$ cat config.mk
export PLATFORM = sky130hd
export DESIGN_NAME = fetch_unit_flat
export DESIGN_NICKNAME = d
export VERILOG_FILES = /design/src/rtl/cpu_pkg.sv /design/src/rtl/fetch_unit_if.sv /design/src/rtl/fetch_pc.sv /design/src/rtl/fetch_unit.sv /design/src/flat_wrapper.sv
export SDC_FILE = /design/constraint.sdc
export NUM_CORES = 1
export LEC_CHECK = 0
export CAP_MARGIN = 40
export CORE_MARGIN = 1.5
export CORE_UTILIZATION = 41
export CTS_CLUSTER_DIAMETER = 60
export DETAILED_ROUTE_END_ITERATION = 8
export PLACE_DENSITY = 0.71
export SKIP_CTS_REPAIR_TIMING = 1
export SKIP_LAST_GASP = 1
export SLEW_MARGIN = 15
export SYNTH_ARGS = -nofsm -noshare
export SYNTH_HDL_FRONTEND = slang
export SYNTH_SLANG_ARGS = --single-unit
$ cat constraint.sdc
create_clock -name clk -period 3.06 [get_ports clk]
set_input_delay 0.612 -clock clk [delete_from_list [all_inputs] [get_ports clk]]
set_output_delay 0.612 -clock clk [all_outputs]
set_load 0.01 [all_outputs]
$ cat src/rtl/cpu_pkg.sv
// Shared CPU definitions: word/address widths, fetch state encoding and the halt opcode.
package cpu_pkg;

  localparam int unsigned WordW = 8;
  localparam int unsigned AddrW = 8;

  typedef logic [WordW-1:0] word_t;
  typedef logic [AddrW-1:0] addr_t;

  typedef enum logic [0:0] {
    StFetch,
    StHalted
  } fetch_state_e;

  localparam word_t HaltOpcode = 8'h00;

endpackage

$ cat src/rtl/fetch_unit_if.sv
// Fetch unit bus: program-memory port, IR handshake to decode and redirect from execute.
interface fetch_unit_if;
  import cpu_pkg::*;

  addr_t linenumber;
  word_t instr_in;
  word_t ir_out;
  addr_t ir_pc;
  logic  ir_valid;
  logic  ir_ready;
  logic  redirect_valid;
  addr_t redirect_target;
  logic  halted;
  logic  fetch_err;

  modport master (
    output linenumber, ir_out, ir_pc, ir_valid, halted, fetch_err,
    input  instr_in, ir_ready, redirect_valid, redirect_target
  );

  modport slave (
    input  linenumber, ir_out, ir_pc, ir_valid, halted, fetch_err,
    output instr_in, ir_ready, redirect_valid, redirect_target
  );

endinterface

$ cat src/rtl/fetch_pc.sv
// Program counter register: load takes priority over increment.
module fetch_pc
  import cpu_pkg::*;
(
  input  logic  clk,
  input  logic  rst,
  input  logic  load,
  input  addr_t load_val,
  input  logic  inc,
  output addr_t pc
);

  always_ff @(posedge clk or posedge rst) begin
    if (rst) begin
      pc <= '0;
    end else if (load) begin
      pc <= load_val;
    end else if (inc) begin
      pc <= pc + addr_t'(1);
    end
  end

endmodule

$ cat src/rtl/fetch_unit.sv
// Instruction fetch: streams program memory into a one-deep IR towards decode, honouring
// stalls, HALT words, end of program memory and redirects from execute.
module fetch_unit
  import cpu_pkg::*;
#(
  parameter int unsigned PROG_DEPTH  = 65,
  parameter word_t       HALT_OPCODE = HaltOpcode
) (
  input  logic         clk,
  input  logic         rst,
  fetch_unit_if.master bus
);

  localparam addr_t LastLine = addr_t'(PROG_DEPTH - 1);

  fetch_state_e state_q;
  addr_t        pc;
  word_t        ir_out_q;
  addr_t        ir_pc_q;
  logic         ir_valid_q;
  logic         fetch_err_q;

  logic target_ok;
  logic can_load;
  logic is_halt;
  logic pc_load;
  logic pc_inc;

  // Redirects outrank everything, so a load only happens in a redirect-free cycle.
  always_comb begin
    target_ok = 32'(bus.redirect_target) < PROG_DEPTH;
    can_load  = (state_q == StFetch) && (!ir_valid_q || bus.ir_ready) && !bus.redirect_valid;
    is_halt   = bus.instr_in == HALT_OPCODE;
    pc_load   = bus.redirect_valid && target_ok;
    pc_inc    = can_load && !is_halt && (pc != LastLine);
  end

  fetch_pc u_fetch_pc (
    .clk      (clk),
    .rst      (rst),
    .load     (pc_load),
    .load_val (bus.redirect_target),
    .inc      (pc_inc),
    .pc       (pc)
  );

  always_ff @(posedge clk or posedge rst) begin
    if (rst) begin
      state_q     <= StFetch;
      ir_out_q    <= '0;
      ir_pc_q     <= '0;
      ir_valid_q  <= 1'b0;
      fetch_err_q <= 1'b0;
    end else if (bus.redirect_valid) begin
      ir_valid_q <= 1'b0;
      if (target_ok) begin
        state_q <= StFetch;
      end else begin
        state_q     <= StHalted;
        fetch_err_q <= 1'b1;
      end
    end else if (can_load) begin
      if (is_halt) begin
        ir_valid_q <= 1'b0;
        state_q    <= StHalted;
      end else begin
        ir_out_q   <= bus.instr_in;
        ir_pc_q    <= pc;
        ir_valid_q <= 1'b1;
        // Last line is still issued, but fetch never wraps back to 0.
        if (pc == LastLine) begin
          state_q <= StHalted;
        end
      end
    end else if (ir_valid_q && bus.ir_ready) begin
      ir_valid_q <= 1'b0;
    end
  end

  assign bus.linenumber = pc;
  assign bus.ir_out     = ir_out_q;
  assign bus.ir_pc      = ir_pc_q;
  assign bus.ir_valid   = ir_valid_q;
  assign bus.halted     = (state_q == StHalted);
  assign bus.fetch_err  = fetch_err_q;

endmodule
$ cat src/flat_wrapper.sv
// flat-port wrapper written by rule: the top's interface ports become plain ports
module fetch_unit_flat import cpu_pkg::*;
#(
  parameter int unsigned PROG_DEPTH  = 65,
  parameter word_t       HALT_OPCODE = HaltOpcode
)
  (clk, rst, bus_linenumber, bus_ir_out, bus_ir_pc, bus_ir_valid, bus_halted, bus_fetch_err, bus_instr_in, bus_ir_ready, bus_redirect_valid, bus_redirect_target);
  fetch_unit_if bus_i ();
  input  logic clk;
  input  logic rst;
  output wire logic [$bits(bus_i.linenumber)-1:0] bus_linenumber;
  output wire logic [$bits(bus_i.ir_out)-1:0] bus_ir_out;
  output wire logic [$bits(bus_i.ir_pc)-1:0] bus_ir_pc;
  output wire logic [$bits(bus_i.ir_valid)-1:0] bus_ir_valid;
  output wire logic [$bits(bus_i.halted)-1:0] bus_halted;
  output wire logic [$bits(bus_i.fetch_err)-1:0] bus_fetch_err;
  input wire logic [$bits(bus_i.instr_in)-1:0] bus_instr_in;
  input wire logic [$bits(bus_i.ir_ready)-1:0] bus_ir_ready;
  input wire logic [$bits(bus_i.redirect_valid)-1:0] bus_redirect_valid;
  input wire logic [$bits(bus_i.redirect_target)-1:0] bus_redirect_target;
  assign bus_linenumber = bus_i.linenumber;
  assign bus_ir_out = bus_i.ir_out;
  assign bus_ir_pc = bus_i.ir_pc;
  assign bus_ir_valid = bus_i.ir_valid;
  assign bus_halted = bus_i.halted;
  assign bus_fetch_err = bus_i.fetch_err;
  assign bus_i.instr_in = bus_instr_in;
  assign bus_i.ir_ready = bus_ir_ready;
  assign bus_i.redirect_valid = bus_redirect_valid;
  assign bus_i.redirect_target = bus_redirect_target;
  fetch_unit #(.PROG_DEPTH(PROG_DEPTH), .HALT_OPCODE(HALT_OPCODE)) u_core (.clk(clk), .rst(rst), .bus(bus_i));
endmodule
Yosys cells after proc, flatten, opt, wreduce, memory -nomap -nowiden

Index checks and enable logic that the tools add are counted.

Word-level logic and storage cells: 43
Register bits: 27
Bits of input ports: 20

Reduce and logical (&&, ||, !) cells: 18
Bitwise operators: 4
$add $sub $neg: 1
Magnitude comparators: 1
Eq/ne operators: 2
Muxes and demuxes: 11

Operator list:

| kind                  | count |
|---|---|
| $mux W8               | 2 |
| $mux W1               | 9 |
| $add A8 B1 Y8 const B | 1 |
| $eq A8 B7 Y1 const B  | 1 |
| $logic_not A8 Y1      | 1 |
| $lt A8 B7 Y1 const B  | 1 |
| $ne A8 B7 Y1 const B  | 1 |
| $logic_and A1 B1 Y1   | 6 |
| $reduce_bool A3 Y1    | 2 |
| $not A1 Y1            | 4 |
| $reduce_and A2 Y1     | 2 |
| $reduce_bool A2 Y1    | 2 |
| $logic_not A1 Y1      | 3 |
| $reduce_and A3 Y1     | 1 |
| $logic_or A1 B1 Y1    | 1 |

Longest topological paths before layout

Depth after elaboration: 8
Depth in mapped cells: 8

Hierarchy

From an unflattened synthesis, not the netlist that was laid out.

Cells, all modules: 109
Area, all modules: 1300.0 µm²

By module, submodules not included:

| module     | instances | cells each | area an instance (µm²) |
|---|---|---|---|
| fetch_unit | 1         | 59         | 854.6 |
| fetch_pc   | 1         | 50         | 445.4 |

Worst setup path before layout

Ideal clock, no wire load.

Path kind: input to register
Start point: input bus_instr_in[6]
End point: register u_core.ir_out_q[0] (netlist: u_core.bus.ir_out[0])
Data arrival time: 1.909 ns
Buffers on the path: 2
Path slack: 1.027 ns
Stages on the path: 5
Setup time: 0.125 ns
Cells stage by stage: nor4_2 a2111o_1 buf_4 buf_6 mux2_2

Cells in the longest elaborated chain, start to end: 3

Ends and longest elaborated chain:

| item                        | RTL line           | text |
|---|---|---|
| start: declaration          | flat_wrapper.sv:17 | `input wire logic [$bits(bus_i.instr_in)-1:0] bus_instr_in;` |
| $logic_not A8 Y1            | fetch_unit.sv:33   | `is_halt = bus.instr_in == HALT_OPCODE;` |
| $not A1 Y1 (no line)        | n/a                |  |
| $reduce_and A3 Y1 (no line) | n/a                |  |
| end signal: assignment      | fetch_unit.sv:67   | `ir_out_q <= bus.instr_in;` |
| end: declaration            | fetch_unit.sv:18   | `word_t ir_out_q;` |

Every way passes these cells.
A chain may end at the register's enable or synchronous reset.

Final worst setup path

Start point: input bus_redirect_target[5]
End point: register u_core.u_fetch_pc.pc[6]

Cells in the longest elaborated chain, start to end: 3
Elaborated cells on any way between the ends: 4
Those cells by class: order compare (1); mux (1); reduce/logical (2)

Ends and longest elaborated chain:

| item                                                 | RTL line           | text |
|---|---|---|
| start: declaration                                   | flat_wrapper.sv:20 | `input wire logic [$bits(bus_i.redirect_target)-1:0] bus_redirect_target;` |
| $lt A8 B7 Y1 *                                       | fetch_unit.sv:31   | `target_ok = 32'(bus.redirect_target) < PROG_DEPTH;` |
| $logic_and A1 B1 Y1 *                                | fetch_unit.sv:34   | `pc_load = bus.redirect_valid && target_ok;` |
| $mux W8 / $reduce_bool A2 Y1 (equally long branches) | n/a                |  |
| end signal: assignment                               | fetch_pc.sv:17     | `pc <= load_val;` |
| end signal: assignment                               | fetch_pc.sv:19     | `pc <= pc + addr_t'(1);` |
| end: declaration                                     | fetch_pc.sv:10     | `output addr_t pc` |

Mark *: on every way between the ends. The rest lies on a longest branch, timed or not.

==> results.yml <==
floorplan:
  core_area_um2: 3053
  dieArea_um2: 3559
  row_count: 20
  die_h_um: 59.66
  die_width_um: 59.66
  ios: 47
  start_util_pct: 43.11
yosys:
  netlist.area_leader.share_pct: 51.33
  synth.area.top_cells: "dfrtp_1, mux2_2, nor4_2"
  synth_seq_cells: 27
  yosys_warnings: 0
  ys_seq_area_share_pct: 51.33
  synth_edf_count: 0
  synth_area_leader_cell: "dfrtp_1"
  synthFlopType: "dfrtp_1"
  synth.most_common_cell: "dfrtp_1"
  netlist_area_um2: 1316
  avgSynthCellArea_um2: 12.30
  syn_nets: 129
  syn_inst: 107
  synthTopCellsByCount: "dfrtp_1, mux2_2, o21ai_0"
  synthArstFlopShare_pct: 100.0
  synth_cell_types: 37
sta:
  skew_ns: 0.009213
  finalCriticalPeriod_ns: 2.288
  max_freq_ghz: 0.4371
  tns_ns: 0
  relSlewSlack_pct: 64.06
  hold_violations: 0
  setup-violations-final: 0
  rsz0062_at_grt: "false"
  period_share_pct: 74.77
  tightest_slew_ns: 0.5342
  drv_slew: 0
  final.setup.worst_slack_ns: 0.7720
cells_and_area:
  finalNetCount: 181
  diodes: 0
  drive_gt1_share_pct: 18.35
  area_delta_synth_final_pct: 41.54
  nFillCells: 275
grt:
  grt_max_degree: 28
  grt_overflow: 0
  antenna_found_initial: 0
  grt_pass1_wl_mm: 4.719
  grt_pass1_vias: 1062
  grt_use_total_pct: 17.32
critical_path:
  crit_family: "compound AO/OA/AOI/OAI gates"
  end_kind: "register"
  max_stage_delay_ns: 0.51
  cp.depth: 6
  crit_buf_inv: 1
  crit_path_cell_trace: "clkdlybuf4s50_1, nor4_1, a21oi_1, o21ai_2, a21bo_1, a221o_1"
  cpMaxStageDelayCell: "nor4_1"
  cp_max_fo: 6
  arrival_ns: 2.50
  rr_worst_depth: 7
  cp.required_ns: 3.28
  criticalPathCategory: "primary input to register"
  worstSetupStartpointType: "primary input"
route:
  drt-initial-drc-count: 36
  dr.pass1.iters: 4
  avgRoutedWirePerCell_um: 14.38
  postRouteAntennaNets: 0
  vias: 1077
  wirelength_mm: 2.904
  drc: 0
  vias_per_cell: 5.332
outcome:
  status: "complete, no violations"
cts:
  clkTransAtPathRegs_ns: 0.14
  cts_tree: "yes"
  cts_buffer_depth: 2
  htreeDepth: 1
  clock_sinks: 27
  root_buffer: "clkbuf_4"
  clk-insertion-delay-late_ns: 0.32
  numCtsBuffers: 3
placed_design:
  dpl.hpwl_mm: 2.182
  port_buffers: 46
  post-place-ws_ns: 0.4979
  place.gp.congestion: 0.8401
job:
  drv_cap: 0
worst_hold_path:
  whs_path_depth: 1
  holdCritPathClass: "register to register"
power:
  p_per_area_nw_per_um2: 580.6
  p_leak_uw: 0.0007535
  peakVddDrop_v: 0.0003433
[kinds of logic after synthesis]
group | Yosys count | share of synthesized area, %
simple gates | 28 | 14.92
flops | 27 | 51.33
mux | 13 | 11.12
fa+ha+maj | 2 | 1.901
buf+inv | 7 | 3.136
xor+xnor | 1 | 0.6655
compound gates | 29 | 16.92
[cell type report]
cell class	count	area (um^2)	area share, %
multi-input combinational	73	599.3	32.17
timing repair buffer	50	490.5	26.33
inverter	4	15.01	0.8059
tap	44	55.05	2.955
clock inverter	1	5.005	0.2686
sequential	27	675.6	36.27
clock buffer	3	22.52	1.209
[state kept, by name (all words and copies together), names as in the netlist]
name,cells
u_core.bus.halted,1
u_core.u_fetch_pc.pc,8
u_core.bus.ir_valid,1
u_core.bus.fetch_err,1
u_core.bus.ir_pc,8
u_core.bus.ir_out,8
[power breakdown]
group | switching, uW | leakage [uW] | internal (uW) | total [uW]
Sequential | 67.0 | 0.000328 | 445 | 512
Clock | 103 | 0.0000177 | 48.9 | 152
Combinational | 163 | 0.000408 | 255 | 418
Total | 333 | 0.000753 | 749 | 1080
[cells in the final DEF (no fill, tap or decap), types with 3 or more instances in the layout]
master / netlist / final
o21ai_1: 3 / 3
nor3b_1: 3 / 3
clkdlybuf4s50_1: 0 / 46
nor4_2: 3 / 3
mux2_2: 13 / 13
buf_4: 2 / 4
o21ai_0: 6 / 6
dfrtp_1: 27 / 27
nand2_1: 5 / 5
inv_1: 4 / 4
a221o_1: 3 / 3
nand2b_1: 3 / 3
nor2_1: 4 / 4
clkbuf_4: 0 / 3
[metrics by stage]
stage / utilization [%] / area, um^2 / hold slack [ns] / total power (uW) / std cells
4_1_cts: 61.02 / 1863 / 0.4967 / 1098 / 202
3_5_place_dp: 60.12 / 1836 / 0.4640 / 942.2 / 198
2_1_floorplan: - / 1316 / 0.5041 / 690.2 / 107
3_3_place_gp: 60.12 / 1836 / 0.4523 / 935.5 / 198
6_report: 61.02 / 1863 / 0.4911 / 1082 / 202
5_1_grt: 61.02 / 1863 / 0.5145 / 1155 / 202
[final timing paths]
path / to / start / slack [ns]
min in group asynchronous: u_core.bus.ir_out[1] / rst / 0.63
min reg2reg: u_core.bus.fetch_err / u_core.bus.fetch_err / 0.49
min: u_core.bus.fetch_err / u_core.bus.fetch_err / 0.49
max: u_core.u_fetch_pc.pc[6] / bus_redirect_target[5] / 0.77
max reg2reg: u_core.u_fetch_pc.pc[3] / u_core.u_fetch_pc.pc[0] / 0.97
max in group asynchronous: u_core.bus.ir_pc[1] / rst / 2.17
[per-layer routing]
| metal | track usage [%] | routed length (um) |
|---|---|---|
| met3 | 3.896 | 179 |
| met1 | 22.44 | 1311 |
| met5 | 0 | 0 |
| met2 | 28.88 | 1404 |
| met4 | 5.079 | 8 |
[worst reg2reg max path, delay by kind of cell (launching register included)]
family,cells,cell delay [ns]
adders and majority gates,1,0.18
and+or+nand+nor,3,0.83
buffers and inverters,1,0.13
DFF,1,0.43
AOI/OAI and AO/OA,2,0.44
No activity file was read; power rests on OpenSTA's default activity.
